**config.mk**
```make
export PLATFORM = sky130hd
export DESIGN_NAME = fsm_lockstep_sequencer_flat
export DESIGN_NICKNAME = d
export VERILOG_FILES = /design/src/rtl/fsm_lockstep_sequencer_pkg.sv /design/src/rtl/fsm_lockstep_sequencer_if.sv /design/src/rtl/lockstep_cmp.sv /design/src/rtl/fsm_lockstep_sequencer.sv /design/src/flat_wrapper.sv
export SDC_FILE = /design/constraint.sdc
export NUM_CORES = 1
export LEC_CHECK = 0
export ABC_AREA = 1
export BUFFER_PORTS_ARGS = -buffer_cell sky130_fd_sc_hd__buf_4
export CORE_MARGIN = 3
export CORE_UTILIZATION = 40
export CTS_CLUSTER_DIAMETER = 50
export DETAILED_ROUTE_END_ITERATION = 8
export PLACE_DENSITY_LB_ADDON = 0.08
export REMOVE_ABC_BUFFERS = 1
export SETUP_SLACK_MARGIN = 0.4
export SYNTH_ARGS = -nofsm -noshare
export SYNTH_HDL_FRONTEND = slang
export SYNTH_HIERARCHICAL = 1
export SYNTH_SLANG_ARGS = --single-unit
```
**constraint.sdc**
```tcl
create_clock -name clk -period 2.05 [get_ports clk]
set_input_delay 0.1025 -clock clk [delete_from_list [all_inputs] [get_ports clk]]
set_output_delay 0.1025 -clock clk [all_outputs]
set_load 0.1 [all_outputs]
```
**src/rtl/fsm_lockstep_sequencer_pkg.sv**
```systemverilog
// Shared definitions for the lockstep sequencer: controller state encoding,
// the set of legal FSM output codes and default parameter values.
package fsm_lockstep_sequencer_pkg;

  localparam int DEF_PAT_W   = 16;
  localparam int DEF_LEN_W   = 5;
  localparam int DEF_RST_CYC = 2;
  localparam int DEF_CNT_W   = 8;

  typedef enum logic [1:0] {
    ST_IDLE = 2'd0,
    ST_HOLD = 2'd1,
    ST_RUN  = 2'd2,
    ST_DONE = 2'd3
  } state_e;

  // One bit per 3-bit code; a set bit marks a code the cycle FSM may emit
  // (0, 2, 3, 4, 5).
  localparam logic [7:0] LEGAL_CODES = 8'b0011_1101;

  function automatic logic is_legal(input logic [2:0] s);
    return LEGAL_CODES[s];
  endfunction

endpackage

```
**src/rtl/fsm_lockstep_sequencer_if.sv**
```systemverilog
// Handshake and observation signals between the host side (start, pattern,
// length and the three FSM outputs) and the lockstep sequencer.
interface fsm_lockstep_sequencer_if
  import fsm_lockstep_sequencer_pkg::*;
#(
  parameter int PAT_W = DEF_PAT_W,
  parameter int LEN_W = DEF_LEN_W,
  parameter int CNT_W = DEF_CNT_W
);

  logic             start;
  logic [PAT_W-1:0] pattern;
  logic [LEN_W-1:0] length;
  logic [2:0]       s_beh;
  logic [2:0]       s_gate;
  logic [2:0]       s_rom;
  logic             fsm_res;
  logic             fsm_a;
  logic             busy;
  logic             done;
  logic             pass;
  logic [CNT_W-1:0] mism_cnt;
  logic [LEN_W-1:0] first_idx;
  logic             first_vld;
  logic             illegal;

  // Host / FSM-array side.
  modport master (
    output start, pattern, length, s_beh, s_gate, s_rom,
    input  fsm_res, fsm_a, busy, done, pass, mism_cnt, first_idx, first_vld, illegal
  );

  // Sequencer side.
  modport slave (
    input  start, pattern, length, s_beh, s_gate, s_rom,
    output fsm_res, fsm_a, busy, done, pass, mism_cnt, first_idx, first_vld, illegal
  );

endinterface

```
**src/rtl/lockstep_cmp.sv**
```systemverilog
// Three-way lockstep comparator: flags any disagreement between the three
// FSM outputs and any output code outside the legal set. Purely combinational.
module lockstep_cmp
  import fsm_lockstep_sequencer_pkg::*;
(
  input  logic [2:0] s0_i,
  input  logic [2:0] s1_i,
  input  logic [2:0] s2_i,
  output logic       mismatch_o,
  output logic       illegal_o
);

  assign mismatch_o = (s0_i != s1_i) || (s1_i != s2_i);
  assign illegal_o  = !(is_legal(s0_i) && is_legal(s1_i) && is_legal(s2_i));

endmodule

```
**src/rtl/fsm_lockstep_sequencer.sv**
```systemverilog
// Lockstep sequencer: holds the three FSM implementations in reset, releases
// them together, plays a latched bit pattern on their shared `a` input and
// compares their outputs every run cycle, producing a verdict at the end.
module fsm_lockstep_sequencer
  import fsm_lockstep_sequencer_pkg::*;
#(
  parameter int PAT_W   = DEF_PAT_W,
  parameter int LEN_W   = DEF_LEN_W,
  parameter int RST_CYC = DEF_RST_CYC,
  parameter int CNT_W   = DEF_CNT_W
)(
  input  logic                      clk,
  input  logic                      reset,
  fsm_lockstep_sequencer_if.slave   bus
);

  localparam int HC_W = (RST_CYC > 1) ? $clog2(RST_CYC) : 1;

  state_e           state_q, state_d;
  logic [PAT_W-1:0] pat_q, pat_d;
  logic [LEN_W-1:0] len_q, len_d;
  logic [LEN_W-1:0] idx_q, idx_d;
  logic [HC_W-1:0]  hold_q, hold_d;
  logic             fsm_res_q, fsm_res_d;
  logic             fsm_a_q, fsm_a_d;
  logic             pass_q, pass_d;
  logic [CNT_W-1:0] mism_q, mism_d;
  logic [LEN_W-1:0] first_idx_q, first_idx_d;
  logic             first_vld_q, first_vld_d;
  logic             illegal_q, illegal_d;

  logic             cmp_mism, cmp_ill, cmp_fail;
  logic [LEN_W-1:0] len_clamped;
  logic [LEN_W-1:0] idx_nxt;
  logic             pat_bit_nxt;
  logic [CNT_W-1:0] mism_inc;

  lockstep_cmp u_cmp (
    .s0_i       (bus.s_beh),
    .s1_i       (bus.s_gate),
    .s2_i       (bus.s_rom),
    .mismatch_o (cmp_mism),
    .illegal_o  (cmp_ill)
  );

  assign cmp_fail    = cmp_mism | cmp_ill;
  assign len_clamped = (bus.length > LEN_W'(PAT_W)) ? LEN_W'(PAT_W) : bus.length;
  assign idx_nxt     = idx_q + LEN_W'(1);
  assign pat_bit_nxt = |(pat_q & (PAT_W'(1) << idx_nxt));
  assign mism_inc    = (mism_q == '1) ? mism_q : mism_q + CNT_W'(1);

  // Next-state and next-output decode for the run controller.
  always_comb begin
    // NOTE: every _d gets its hold value first so no path through the case leaves it unassigned, which would infer a latch.
    state_d     = state_q;
    pat_d       = pat_q;
    len_d       = len_q;
    idx_d       = idx_q;
    hold_d      = hold_q;
    fsm_res_d   = fsm_res_q;
    fsm_a_d     = fsm_a_q;
    pass_d      = pass_q;
    mism_d      = mism_q;
    first_idx_d = first_idx_q;
    first_vld_d = first_vld_q;
    illegal_d   = illegal_q;

    unique case (state_q)
      ST_IDLE: begin
        fsm_res_d = 1'b1;
        fsm_a_d   = 1'b0;
        if (bus.start) begin
          pat_d       = bus.pattern;
          len_d       = len_clamped;
          mism_d      = '0;
          first_vld_d = 1'b0;
          illegal_d   = 1'b0;
          pass_d      = 1'b0;
          hold_d      = HC_W'(RST_CYC - 1);
          fsm_res_d   = 1'b0;
          state_d     = ST_HOLD;
        end
      end

      ST_HOLD: begin
        fsm_res_d = 1'b0;
        fsm_a_d   = 1'b0;
        if (hold_q == '0) begin
          // Release all three FSMs on the same edge that presents bit 0.
          state_d   = ST_RUN;
          idx_d     = '0;
          fsm_res_d = 1'b1;
          fsm_a_d   = (len_q != '0) ? pat_q[0] : 1'b0;
        end else begin
          hold_d = hold_q - HC_W'(1);
        end
      end

      ST_RUN: begin
        fsm_res_d = 1'b1;
        if (cmp_fail) begin
          mism_d = mism_inc;
          if (!first_vld_q) begin
            first_idx_d = idx_q;
            first_vld_d = 1'b1;
          end
        end
        if (cmp_ill) begin
          illegal_d = 1'b1;
        end
        if (idx_q == len_q) begin
          // Drain compare done; verdict includes this final cycle.
          state_d = ST_DONE;
          fsm_a_d = 1'b0;
          pass_d  = (mism_d == '0) && !illegal_d;
        end else begin
          idx_d   = idx_nxt;
          fsm_a_d = (idx_nxt < len_q) ? pat_bit_nxt : 1'b0;
        end
      end

      ST_DONE: begin
        fsm_res_d = 1'b1;
        state_d   = ST_IDLE;
      end

      default: state_d = ST_IDLE;
    endcase
  end

  // State and output registers; reset aborts any run immediately.
  always_ff @(posedge clk or posedge reset) begin
    if (reset) begin
      state_q     <= ST_IDLE;
      pat_q       <= '0;
      len_q       <= '0;
      idx_q       <= '0;
      hold_q      <= '0;
      fsm_res_q   <= 1'b0;
      fsm_a_q     <= 1'b0;
      pass_q      <= 1'b0;
      mism_q      <= '0;
      first_idx_q <= '0;
      first_vld_q <= 1'b0;
      illegal_q   <= 1'b0;
    end else begin
      // NOTE: non-blocking assignments so every register samples pre-edge values and the update order cannot matter.
      state_q     <= state_d;
      pat_q       <= pat_d;
      len_q       <= len_d;
      idx_q       <= idx_d;
      hold_q      <= hold_d;
      fsm_res_q   <= fsm_res_d;
      fsm_a_q     <= fsm_a_d;
      pass_q      <= pass_d;
      mism_q      <= mism_d;
      first_idx_q <= first_idx_d;
      first_vld_q <= first_vld_d;
      illegal_q   <= illegal_d;
    end
  end

  assign bus.fsm_res   = fsm_res_q;
  assign bus.fsm_a     = fsm_a_q;
  assign bus.busy      = (state_q != ST_IDLE);
  assign bus.done      = (state_q == ST_DONE);
  assign bus.pass      = pass_q;
  assign bus.mism_cnt  = mism_q;
  assign bus.first_idx = first_idx_q;
  assign bus.first_vld = first_vld_q;
  assign bus.illegal   = illegal_q;

endmodule
```
**src/flat_wrapper.sv**
```systemverilog
// flat-port wrapper written by rule: the top's interface ports become plain ports
module fsm_lockstep_sequencer_flat import fsm_lockstep_sequencer_pkg::*;
#(
  parameter int PAT_W   = DEF_PAT_W,
  parameter int LEN_W   = DEF_LEN_W,
  parameter int RST_CYC = DEF_RST_CYC,
  parameter int CNT_W   = DEF_CNT_W
)
  (clk, reset, bus_start, bus_pattern, bus_length, bus_s_beh, bus_s_gate, bus_s_rom, bus_fsm_res, bus_fsm_a, bus_busy, bus_done, bus_pass, bus_mism_cnt, bus_first_idx, bus_first_vld, bus_illegal);
  fsm_lockstep_sequencer_if #(.PAT_W(PAT_W), .LEN_W(LEN_W), .CNT_W(CNT_W)) bus_i ();
  input  logic clk;
  input  logic reset;
  input wire logic [$bits(bus_i.start)-1:0] bus_start;
  input wire logic [$bits(bus_i.pattern)-1:0] bus_pattern;
  input wire logic [$bits(bus_i.length)-1:0] bus_length;
  input wire logic [$bits(bus_i.s_beh)-1:0] bus_s_beh;
  input wire logic [$bits(bus_i.s_gate)-1:0] bus_s_gate;
  input wire logic [$bits(bus_i.s_rom)-1:0] bus_s_rom;
  output wire logic [$bits(bus_i.fsm_res)-1:0] bus_fsm_res;
  output wire logic [$bits(bus_i.fsm_a)-1:0] bus_fsm_a;
  output wire logic [$bits(bus_i.busy)-1:0] bus_busy;
  output wire logic [$bits(bus_i.done)-1:0] bus_done;
  output wire logic [$bits(bus_i.pass)-1:0] bus_pass;
  output wire logic [$bits(bus_i.mism_cnt)-1:0] bus_mism_cnt;
  output wire logic [$bits(bus_i.first_idx)-1:0] bus_first_idx;
  output wire logic [$bits(bus_i.first_vld)-1:0] bus_first_vld;
  output wire logic [$bits(bus_i.illegal)-1:0] bus_illegal;
  assign bus_i.start = bus_start;
  assign bus_i.pattern = bus_pattern;
  assign bus_i.length = bus_length;
  assign bus_i.s_beh = bus_s_beh;
  assign bus_i.s_gate = bus_s_gate;
  assign bus_i.s_rom = bus_s_rom;
  assign bus_fsm_res = bus_i.fsm_res;
  assign bus_fsm_a = bus_i.fsm_a;
  assign bus_busy = bus_i.busy;
  assign bus_done = bus_i.done;
  assign bus_pass = bus_i.pass;
  assign bus_mism_cnt = bus_i.mism_cnt;
  assign bus_first_idx = bus_i.first_idx;
  assign bus_first_vld = bus_i.first_vld;
  assign bus_illegal = bus_i.illegal;
  fsm_lockstep_sequencer #(.PAT_W(PAT_W), .LEN_W(LEN_W), .RST_CYC(RST_CYC), .CNT_W(CNT_W)) u_core (.clk(clk), .reset(reset), .bus(bus_i));
endmodule
```
Word-level counts from Yosys, hierarchy flattened
Memories as Yosys holds them, arrays and structs flattened.
Index checks and enable logic that the tools add are counted.
Widths: inputs -> output; s select.
{"block": "op_classes", "bitwise_logic": 3, "n_mux": 35, "n_shift": 1, "n_reduce_logical": 24, "n_addsub": 3, "eq_ne": 12, "n_lt_le_gt_ge": 5}
{"operator": "$mux 8", "count": 4}
{"operator": "$and 16x16->16", "count": 1}
{"operator": "$mux 1", "count": 16}
{"operator": "$pmux 8 s2", "count": 1}
{"operator": "$reduce_or 16->1", "count": 1}
{"operator": "$shl 1x5->16 const A", "count": 1}
{"operator": "$mux 5", "count": 3}
{"operator": "$reduce_and 3->1", "count": 5}
{"operator": "$lt 3x4->1 const B", "count": 3}
{"operator": "$pmux 5 s2", "count": 1}
{"operator": "$add 8x1->8 const B", "count": 1}
{"operator": "$eq 8x8->1 const B", "count": 1}
{"operator": "$logic_not 8->1", "count": 1}
{"operator": "$pmux 1 s2", "count": 4}
{"operator": "$pmux 2 s4", "count": 1}
{"operator": "$reduce_bool 2->1", "count": 4}
{"operator": "$mux 2", "count": 3}
{"operator": "$ne 2x2->1 const B", "count": 3}
{"operator": "$ne 3x3->1", "count": 2}
{"operator": "$pmux 1 s3", "count": 2}
{"operator": "$reduce_and 2->1", "count": 3}
{"operator": "$add 5x1->5 const B", "count": 1}
{"operator": "$eq 5x5->1", "count": 1}
{"operator": "$gt 5x5->1 const B", "count": 1}
{"operator": "14 further kinds", "count": 19}
{"block": "word_totals", "memories": 3, "wordCells": 98, "in_bits": 33, "regBits": 47, "out_inout_bits": 20, "romBits": 24}
{"memory": "(name not given)", "words": 8, "word_bits": 1, "rd": 1, "rd_clocked_by_memory_dff": 0, "wr": 0, "line_no": "fsm_lockstep_sequencer_pkg.sv:22", "text": "return LEGAL_CODES[s];"}
{"memory": "(name not given)", "words": 8, "word_bits": 1, "rd": 1, "rd_clocked_by_memory_dff": 0, "wr": 0, "line_no": "fsm_lockstep_sequencer_pkg.sv:22"}
{"memory": "(name not given)", "words": 8, "word_bits": 1, "rd": 1, "rd_clocked_by_memory_dff": 0, "wr": 0, "line_no": "fsm_lockstep_sequencer_pkg.sv:22"}

Longest topological paths before layout
Gate-level depths: netlist of the first run.
{"block": "logic_depth", "depth_word": 12, "depth_mapped": 16, "ltp_nobuf": 15}

Cells and area by module
The synthesis of the first run kept the hierarchy.
{"module": "fsm_lockstep_sequencer", "cells_per_inst": 344, "seq_area_each_um2": 1176.1, "area_per_inst_um2": 2707.6, "instances": 1}
{"module": "lockstep_cmp", "cells_per_inst": 28, "seq_area_each_um2": 0.0, "area_per_inst_um2": 126.4, "instances": 1}

Worst setup path after synthesis of the first run
Ideal clock, no wire load.
{"block": "synth_path", "kind": "flip-flop to flip-flop", "start": "reg u_core.mism_q[1], in the netlist u_core/bus.mism_cnt[1]", "end": "reg u_core.pass_q, in the netlist u_core/bus.pass", "arrival_ps": 2146, "slack_ps": -216, "n_path_buf": 0, "synth_period_minus_slack_ps": 2266, "required_time_ps": 1930, "setup_time_ps": 120, "path_stages_with_launch": 11, "path_cell_list": "dfrtp_1 > ha_1 > nand2_2 > nor2_2 > nand4_2 > nand3_1 > o21ai_1 > nand2_1 > nor2_1 > nand3_1 > nand2_1"}
{"block": "synth_via", "elab_chain_cells": 8, "word_cells_on_any_way": 9, "classes_between": "1 x add/sub; 1 x eq/ne; 5 x mux; 2 x reduce/logical"}
{"item": "from (decl)", "line_no": "fsm_lockstep_sequencer.sv:27", "text": "logic [CNT_W-1:0] mism_q, mism_d;"}
{"item": "from (signal assigned)", "line_no": "fsm_lockstep_sequencer.sv:156", "text": "mism_q <= mism_d;"}
{"item": "$add 8x1->8 or $eq 8x8->1 (tied branches)", "line_no": "fsm_lockstep_sequencer.sv:50", "text": "assign mism_inc = (mism_q == '1) ? mism_q : mism_q + CNT_W'(1);"}
{"item": "$mux 8", "line_no": "fsm_lockstep_sequencer.sv:50"}
{"item": "$mux 8 (*)", "line_no": "fsm_lockstep_sequencer.sv:101", "text": "if (cmp_fail) begin"}
{"item": "$mux 8 (*)", "line_no": "fsm_lockstep_sequencer.sv:68", "text": "unique case (state_q)"}
{"item": "$logic_not 8->1 (*)", "line_no": "fsm_lockstep_sequencer.sv:115", "text": "pass_d = (mism_d == '0) && !illegal_d;"}
{"item": "$logic_and 1x1->1 (*)", "line_no": "fsm_lockstep_sequencer.sv:115"}
{"item": "$mux 1 (*)", "line_no": "fsm_lockstep_sequencer.sv:111", "text": "if (idx_q == len_q) begin"}
{"item": "$pmux 1 s2 (*)", "line_no": "fsm_lockstep_sequencer.sv:68"}
{"item": "to (signal assigned)", "line_no": "fsm_lockstep_sequencer.sv:155", "text": "pass_q <= pass_d;"}
{"item": "to (decl)", "line_no": "fsm_lockstep_sequencer.sv:26", "text": "logic pass_q, pass_d;"}
Mark *: on every way between the ends. The rest lies on a longest branch, timed or not. The select of a mux whose other input is x is not followed.
A chain may end at the register's enable or synchronous reset.

Worst setup path in the final report of the first run
{"block": "layout_path", "start": "reg u_core.idx_q[0]", "end": "reg u_core.idx_q[3]"}
{"block": "layout_via", "elab_chain_cells": 3, "word_cells_on_any_way": 6, "classes_between": "1 x add/sub; 2 x eq/ne; 2 x mux; 1 x reduce/logical"}
{"item": "from (decl)", "line_no": "fsm_lockstep_sequencer.sv:22", "text": "logic [LEN_W-1:0] idx_q, idx_d;"}
{"item": "from (signal assigned)", "line_no": "fsm_lockstep_sequencer.sv:151", "text": "idx_q <= idx_d;"}
{"item": "$add 5x1->5 or $eq 5x5->1 (tied branches)", "line_no": "fsm_lockstep_sequencer.sv:48, fsm_lockstep_sequencer.sv:111"}
{"item": "$mux 5 or $ne 2x2->1 (tied branches)"}
{"item": "$pmux 5 s2 or $reduce_and 3->1 (tied branches)"}
Several ways; a longest one is shown, not always the timed one. The select of a mux whose other input is x is not followed.

==> results by group, run 1 <==
Run status
  – Status: finished clean

Power
  – Design Power: 5410 uW
  – Peak supply drop: 0.498 mV
  – Pleak: 0.00195 uW
  – Sw power: 2710 uW
  – Clock share of power: 11.9%
  – Net switching share of the total power: 50.0%
  – Combinational power share: 60.0%
  – PwrDens: 1380 nW/um2
  – Pint: 2700 uW
  – Part of the power in registers: 28.1%

Route
  – Vias per Instance: 4.86
  – Residual DRC: 0
  – WL final: 7.21 mm
  – First-pass DRT Iterations: 5
  – Initial drt markers: 123
  – Via count: 2701
  – WL per Instance: 13.0 um
  – Antenna Nets Post-Route: 0

Yosys
  – Synth warn: 6
  – Post-Syn Instances: 372
  – Post-synthesis adder-cell area fraction: 6.18%
  – #FFs+latches synth: 47
  – Post-synthesis cell type count: 37
  – Prevailing post-synth register cell: dfrtp_1
  – Yosys top cell area share: 41.5%
  – Mean Syn Cell Area: 7.62 um2
  – FFs w/ async S/R, synth: 100%
  – Main combinational cell family by area after synthesis: simple AND/OR/NAND/NOR gates
  – Sequential area share after synthesis: 41.5%
  – Ranking of synthesized cells by area: dfrtp_1 (42%), nand2_1 (16%), nand3_1 (6.5%)
  – Post-synthesis compound-gate area fraction: 9.23%
  – Leading area contributor after synthesis: dfrtp_1
  – Post-Syn Area: 2830 um2
  – Mux cell area share after synthesis: 0%
  – Post-Synth XOR/XNOR Area: 1.50%
  – EDFF count, synth: 0
  – Post-synthesis simple-gate area fraction: 34.0%

Setup path
  – Worst path cell trace: buf_6 > ha_4 > o21bai_4 > a21oi_2 > nand2_2 > nand2_4 > a21oi_4 > buf_6 > o22ai_2
  – Worst-path fanout max: 6
  – CP Data Arrival Time: 2.01 ns
  – Critical Path RT: 2.25 ns
  – CP Capture Type: register
  – Worst r2r path cells: 9
  – Worst flop-to-flop path endpoint: u_core/idx_q[3]
  – Startpoint types: register
  – CP top delay family: compound AO/OA/AOI/OAI gates
  – Critical R2R Launch: u_core/idx_q[0]
  – Slowest cell delay on critical path: 0.48 ns
  – Critical path buffers and inverters: 2
  – Cell repeated most along the worst path: buf_6
  – Crit Path Category: reg -> reg
  – Worst R2R Setup Slack: 0.24 ns
  – Critical path's slowest cell: dfrtp_2

Floorplanning
  – Ports: 53
  – Die width: 90.2 um
  – Initial core utilization: 41.5%
  – Die area: 8130 um2
  – Core area: 6830 um2
  – Chip Height: 90.2 um
  – Number of placement rows: 30

Clocking
  – H-tree depth: 2
  – CTS tree: yes
  – Clk buf depth: 2
  – Clk_lat worst skew: 0.31 ns
  – CTS root buf: clkbuf_8
  – Clk slew on worst S/H paths: 0.10 ns
  – Clock sinks: 47
  – Cts bufs inserted: 5

Cells and area
  – End-of-flow core utilization: 57.4%
  – Share of cells above drive strength 1: 29.1%
  – Fillers: 660
  – Area Growth Syn to Fin: 38.3%
  – Sequential cell area: 1180 um2
  – Non-Filler Instances: 556
  – Multi-input logic area: 1630 um2
  – Post-route cell area: 3920 um2
  – Final Net Count: 506
  – Diodes inserted: 0

Place
  – Port bufs: 52
  – DP Area: 3340 um2
  – Dpl cells: 519
  – Dpl hpwl: 5.07 mm
  – Routability Congestion: 0.825

Global route
  – Vias in the first global route: 2533
  – Initial antenna violation count: 0
  – Largest net degree at the start of global routing: 23
  – First-pass GRT wire length: 12.1 mm
  – GRT overflow: 0
  – Overall Global Routing Usage: 18.0%

Timing
  – Final Slew Violations: 0
  – Worst slew pin tran: 0.557 ns
  – Final setup violation count: 0
  – Final Hold Slack: 0.0137 ns
  – RSZ-0062 raised after global routing: true
  – Final Hold Violating Endpoints: 0
  – Slew margin rel.: 62.8%
  – Fin crit share: 88.4%
  – Worst clock skew: 0.0103 ns
  – Tmin final: 1.81 ns
  – Fmax: 552 MHz

Hold path
  – Min-delay worst type: in -> reg
  – Hold path start: bus_pattern[3]
  – Hold path endpoint: u_core/pat_q[3]
  – Hold Path Cell Cnt: 3

Run
  – Maxcap violations: 0
## stage by stage
step	setup slack (ns)	setup TNS, ns
2_1_floorplan	-0.216	-1.11
3_3_place_gp	0.263	0
3_5_place_dp	0.189	0
4_1_cts	0.277	0
5_1_grt	0.154	0
6_report	0.238	0
## worst max path at each step
| stage | cells past startpoint | startpoint | endpoint |
|---|---|---|---|
| after floorplan | 10 | u_core/bus.mism_cnt[1] | u_core/bus.pass |
| after detailed placement | 14 | u_core/idx_q[0] | u_core/bus.fsm_a |
| after global routing | 12 | u_core/idx_q[0] | u_core/bus.fsm_a |
| after global placement | 14 | u_core/idx_q[0] | u_core/bus.fsm_a |
| after CTS | 14 | u_core/idx_q[0] | u_core/bus.fsm_a |
| final | 9 | u_core/idx_q[0] | u_core/idx_q[3] |
## sequential cells by signal, indices dropped and copies added (netlist names)
| name | cells |
|---|---|
| u_core/bus.first_idx | 5 |
| u_core/bus.first_vld | 1 |
| u_core/bus.fsm_a | 1 |
| u_core/bus.fsm_res | 1 |
| u_core/bus.illegal | 1 |
| u_core/bus.mism_cnt | 8 |
| u_core/bus.pass | 1 |
| u_core/hold_q | 1 |
| u_core/idx_q | 5 |
| u_core/len_q | 5 |
| u_core/pat_q | 16 |
| u_core/state_q | 2 |
## layout by cell type (no fill, tap or decap), drive strengths merged, types with 2 or more instances in the layout
| cell | count |
|---|---|
| buf | 72 |
| xor2 | 3 |
| ha | 14 |
| nor3 | 3 |
| dlygate4sd3 | 17 |
| o21ai | 23 |
| nand3 | 38 |
| a21oi | 10 |
| o21bai | 2 |
| nand2 | 126 |
| dfrtp | 47 |
| clkbuf | 7 |
| inv | 39 |
| nand4 | 12 |
| nor2 | 32 |
| o22ai | 7 |
## metal layers
metal	GRT usage [%]	wire length [um]	vias up
li1	-	-	1387
met1	25.0	3520	1246
met2	28.9	3290	56
met3	3.43	287	12
met4	4.34	106	0
met5	0	0	-
## kinds of logic (layout without fill, tap and decap cells)
group,Yosys count,count (layout)
AO/OA/AOI/OAI,45,45
flip-flops,47,47
AND/OR/NAND/NOR,214,214
XOR/XNOR,4,4
buffers and inverters,48,136
adder cells (fa/ha/maj),14,14
## final cells by class
type                       instances  share of cell area [%]
clock inverter                     1                   0.192
tap                               96                    3.07
sequential                        47                    30.1
timing repair buffer              89                    18.7
clock buffer                       7                    2.46
multi-input combinational        277                    41.7
inverter                          39                    3.80
## tightest hold or removal path: stages
cell and delay [ns]:
buf_4 0.08, nand2_1 0.05, o21ai_0 0.06
## power groups by stage
stage	Sequential, uW	Clock [uW]	Combinational [uW]
after floorplan	2070	0	1350
after global placement	1520	0	2590
after detailed placement	1520	0	2610
after CTS	1520	661	2790
after global routing	1570	705	3520
final	1520	644	3240
## synth_stat cells (2+ instances only)
cell type,n
xor2_1,2
inv_2,3
nand4_2,2
dfrtp_1,47
nand3_1,37
a21oi_2,2
buf_6,2
a21oi_1,8
buf_4,2
inv_1,36
o21bai_1,2
o22ai_1,7
o21ai_1,4
nand2_4,3
nand4_1,10
clkbuf_1,3
o21ai_0,18
ha_1,14
nor2_1,28
nand2_2,2
nor3_1,2
nand2_1,121
nor2_2,3
## what timing repair did
action / in CTS / in global routing
hold buffers: 17 / 0
hold endpoints to repair: 35 / 0
gates resized for setup: 20 / 33
endpoints found under the setup margin: 15 / 25
cloned: 0 / 0
setup buffers: 5 / 7
pin swaps: 8 / 10
(Power assumes the default switching activity.)
==> inputs of run 2 (changes only) <==
--- a/config.mk
+++ b/config.mk
@@ -11,10 +11,10 @@
 export CORE_UTILIZATION = 40
 export CTS_CLUSTER_DIAMETER = 50
 export DETAILED_ROUTE_END_ITERATION = 8
+export GPL_TIMING_DRIVEN = 0
 export PLACE_DENSITY_LB_ADDON = 0.08
 export REMOVE_ABC_BUFFERS = 1
 export SETUP_SLACK_MARGIN = 0.4
 export SYNTH_ARGS = -nofsm -noshare
 export SYNTH_HDL_FRONTEND = slang
-export SYNTH_HIERARCHICAL = 1
 export SYNTH_SLANG_ARGS = --single-unit
==> run 2 against run 1 <==
Register-to-register slack about the same. Final cell count increased by 7.2%. Combinational power about the same. Largest power group unchanged. Highest routed layer unchanged. Critical endpoint is now u_core.idx_q[4]. Area after synthesis increased by 3.0%.
==> results by group, run 2 <==
Yosys
  – Post-synthesis adder-cell area fraction: 6.00%
  – Post-Syn Instances: 412
  – Post-Syn Area: 2920 um2
  – Synth warn: 0
  – Post-Synth XOR/XNOR Area: 0.900%
  – Post-synthesis cell type count: 30
  – FFs w/ async S/R, synth: 100%
  – Post-synthesis simple-gate area fraction: 36.2%
  – Prevailing post-synth register cell: dfrtp_1
  – Most common cell in the netlist: nand2_1
  – Ranking of synthesized cells by area: dfrtp_1 (40%), nand2_1 (19%), ha_1 (6.0%)
  – Yosys top cell area share: 40.3%
  – Mux cell area share after synthesis: 0%
  – Main combinational cell family by area after synthesis: simple AND/OR/NAND/NOR gates
  – Mean Syn Cell Area: 7.09 um2
  – Post-synthesis compound-gate area fraction: 8.44%
  – Synth cell count leaders: nand2_1 (146), dfrtp_1 (47), inv_1 (44), nand3_1 (35), nor2_1 (34)
  – Leading area contributor after synthesis: dfrtp_1
  – #FFs+latches synth: 47
  – Sequential area share after synthesis: 40.3%
  – EDFF count, synth: 0

Global route
  – Overall Global Routing Usage: 18.1%
  – Largest net degree at the start of global routing: 39
  – Initial antenna violation count: 0
  – Vias in the first global route: 2748
  – First-pass GRT wire length: 12.5 mm
  – GRT overflow: 0

Route
  – Vias per Instance: 4.87
  – Met2 WL post-DR: 3.52 mm
  – Via count: 2902
  – Residual DRC: 0
  – Initial drt markers: 162
  – WL per Instance: 12.8 um
  – First-pass DRT Iterations: 4
  – Met3 wire len: 383 um
  – WL final: 7.63 mm
  – Wire length on met1: 3.65 mm
  – Top sig layer: met4
  – Antenna Nets Post-Route: 0

Clocking
  – H-tree depth: 2
  – Clock sinks: 47
  – CTS root buf: clkbuf_8
  – CTS tree: yes
  – Clk buf depth: 2
  – Clk_lat worst skew: 0.31 ns
  – Clk slew on worst S/H paths: 0.10 ns
  – Cts bufs inserted: 5

Place
  – Routability Congestion: 0.802
  – Dpl hpwl: 5.20 mm
  – Setup Slack @ Placement: -0.544 ns
  – Port bufs: 52

Timing
  – Final Slew Violations: 0
  – Sum of negative setup slack: 0 ns
  – RSZ-0062 raised after global routing: true
  – Tmin final: 1.82 ns
  – Worst clock skew: 0.0162 ns
  – Final setup violation count: 0
  – Fmax: 549 MHz
  – Worst slew pin tran: 0.417 ns
  – Final Worst Setup Slack: 0.229 ns
  – Fin crit share: 88.8%
  – Slew margin rel.: 72.1%
  – Final Hold Violating Endpoints: 0

Cells and area
  – Diodes inserted: 0
  – Final Net Count: 546
  – Share of cells above drive strength 1: 28.8%
  – Most common cell after layout, fill and taps aside: nand2_1
  – Largest register FFs: 16
  – Area Growth Syn to Fin: 37.4%
  – Largest register by flop count: u_core.pat_q
  – Commonest cells after routing, fill and taps aside: nand2_1 (138), buf_4 (67), dfrtp_1 (43), inv_1 (37), nand3_1 (34)

Setup path
  – Worst-path fanout max: 6
  – CP Data Arrival Time: 2.02 ns
  – CP Capture Type: register
  – Slowest cell delay on critical path: 0.47 ns
  – Critical Path RT: 2.25 ns
  – Critical path's slowest cell: dfrtp_2
  – Startpoint types: register
  – Worst path cell trace: buf_6 > ha_4 > inv_2 > nand2_2 > nor2_4 > nand3_4 > buf_12 > o21ai_4 > inv_4 > nand3_1 > o21ai_1
  – Crit Path Category: reg -> reg

Floorplanning
  – Number of placement rows: 30
  – Initial core utilization: 42.0%
  – Chip Height: 91.4 um
  – Core area: 6940 um2
  – Die area: 8360 um2
  – Ports: 53
  – Die width: 91.4 um

Power
  – Design Power: 5270 uW
  – Pleak: 0.00206 uW
  – PwrDens: 1310 nW/um2
  – Part of the power in registers: 28.0%
  – Combinational power share: 61.2%
  – Peak supply drop: 0.580 mV
  – Sw power: 2670 uW
  – Clock share of power: 10.8%
  – Net switching share of the total power: 50.7%
  – Pint: 2600 uW

Run
  – Maxcap violations: 0

Run status
  – Status: finished clean

Hold path
  – Min-delay worst type: in -> reg
run 2: changes by cell type in the layout (fill, tap and decap cells not counted), sizes merged, moves of 4 or more:
| cell | change |
|---|---|
| dlygate4sd3 | -4 |
| nand4 | -9 |
| a21oi | -5 |
| nand2 | +30 |
| inv | +14 |
| o21ai | +5 |
| clkinv | +5 |
| nor2 | +9 |
run 2: power by group through the flow:
stage	clock network, uW	registers (uW)	logic, uW
2_1_floorplan	0	1960	1360
3_3_place_gp	0	1500	2410
3_5_place_dp	0	1510	2430
4_1_cts	577	1480	2740
5_1_grt	619	1520	3520
6_report	569	1470	3230
run 2: critical path: cells and delay by family, from the launching register on:
family	cells	cell delay [ns]
AO/OA/AOI/OAI	2	0.25
adder cells (fa/ha/maj)	1	0.20
AND/OR/NAND/NOR	4	0.35
buffers and inverters	4	0.42
flip-flops	1	0.47
run 2: worst paths after layout:
path,start,to,slack (ns),cells past startpoint
max,u_core.idx_q[0],u_core.idx_q[4],0.23,11
min,bus_pattern[2],u_core.pat_q[2],0.0005,3
max reg2reg,u_core.idx_q[0],u_core.idx_q[4],0.23,11
min reg2reg,u_core.pat_q[9],u_core.pat_q[9],0.49,2
max in group asynchronous,reset,u_core.state_q[1],1.27,4
min in group asynchronous,reset,u_core.bus.mism_cnt[4],0.29,3
run 2: per-layer routing:
metal,up-vias,global-route usage (%)
met2,79,28.8
met4,0,4.15
met5,-,0
met1,1339,25.7
li1,1475,-
met3,9,3.15
run 2: cell type report:
class / count / area, um2
multi-input cells: 303 / 1690
flip-flops and latches: 47 / 1180
inverters: 57 / 226
repair buffers: 85 / 707
well taps: 96 / 120
clock buffers: 6 / 72.6
fillers: 644 / 2930
clock inverters: 2 / 12.5
run 2: cell families (layout without fill, tap and decap cells):
logic type | after synthesis | after routing
and+or+nand+nor | 241 | 241
DFF | 47 | 47
xor gates and xnor gates | 3 | 3
adders and majority gates | 14 | 14
buffers and inverters | 62 | 150
AOI/OAI and AO/OA | 45 | 45
run 2: repair_timing:
item / in CTS / in global routing
gates resized for setup: 25 / 33
gates cloned: 0 / 0
hold endpoints to repair: 21 / 0
setup buffers: 11 / 8
pin swaps: 14 / 9
hold buffers: 13 / 0
setup endpoints to repair: 39 / 47
run 2: per-stage QoR:
| stage | instance area, um2 | hold slack (ns) | utilization [%] | instances |
|---|---|---|---|---|
| 3_3_place_gp | 3410 | 0.296 | 49.0 | 555 |
| 4_1_cts | 3830 | 0.000367 | 55.1 | 588 |
| 6_report | 4010 | 0.000475 | 57.8 | 596 |
| 2_1_floorplan | 2900 | 0.212 | - | 407 |
| 3_5_place_dp | 3430 | 0.0631 | 49.3 | 556 |
| 5_1_grt | 4010 | 0.00460 | 57.8 | 596 |
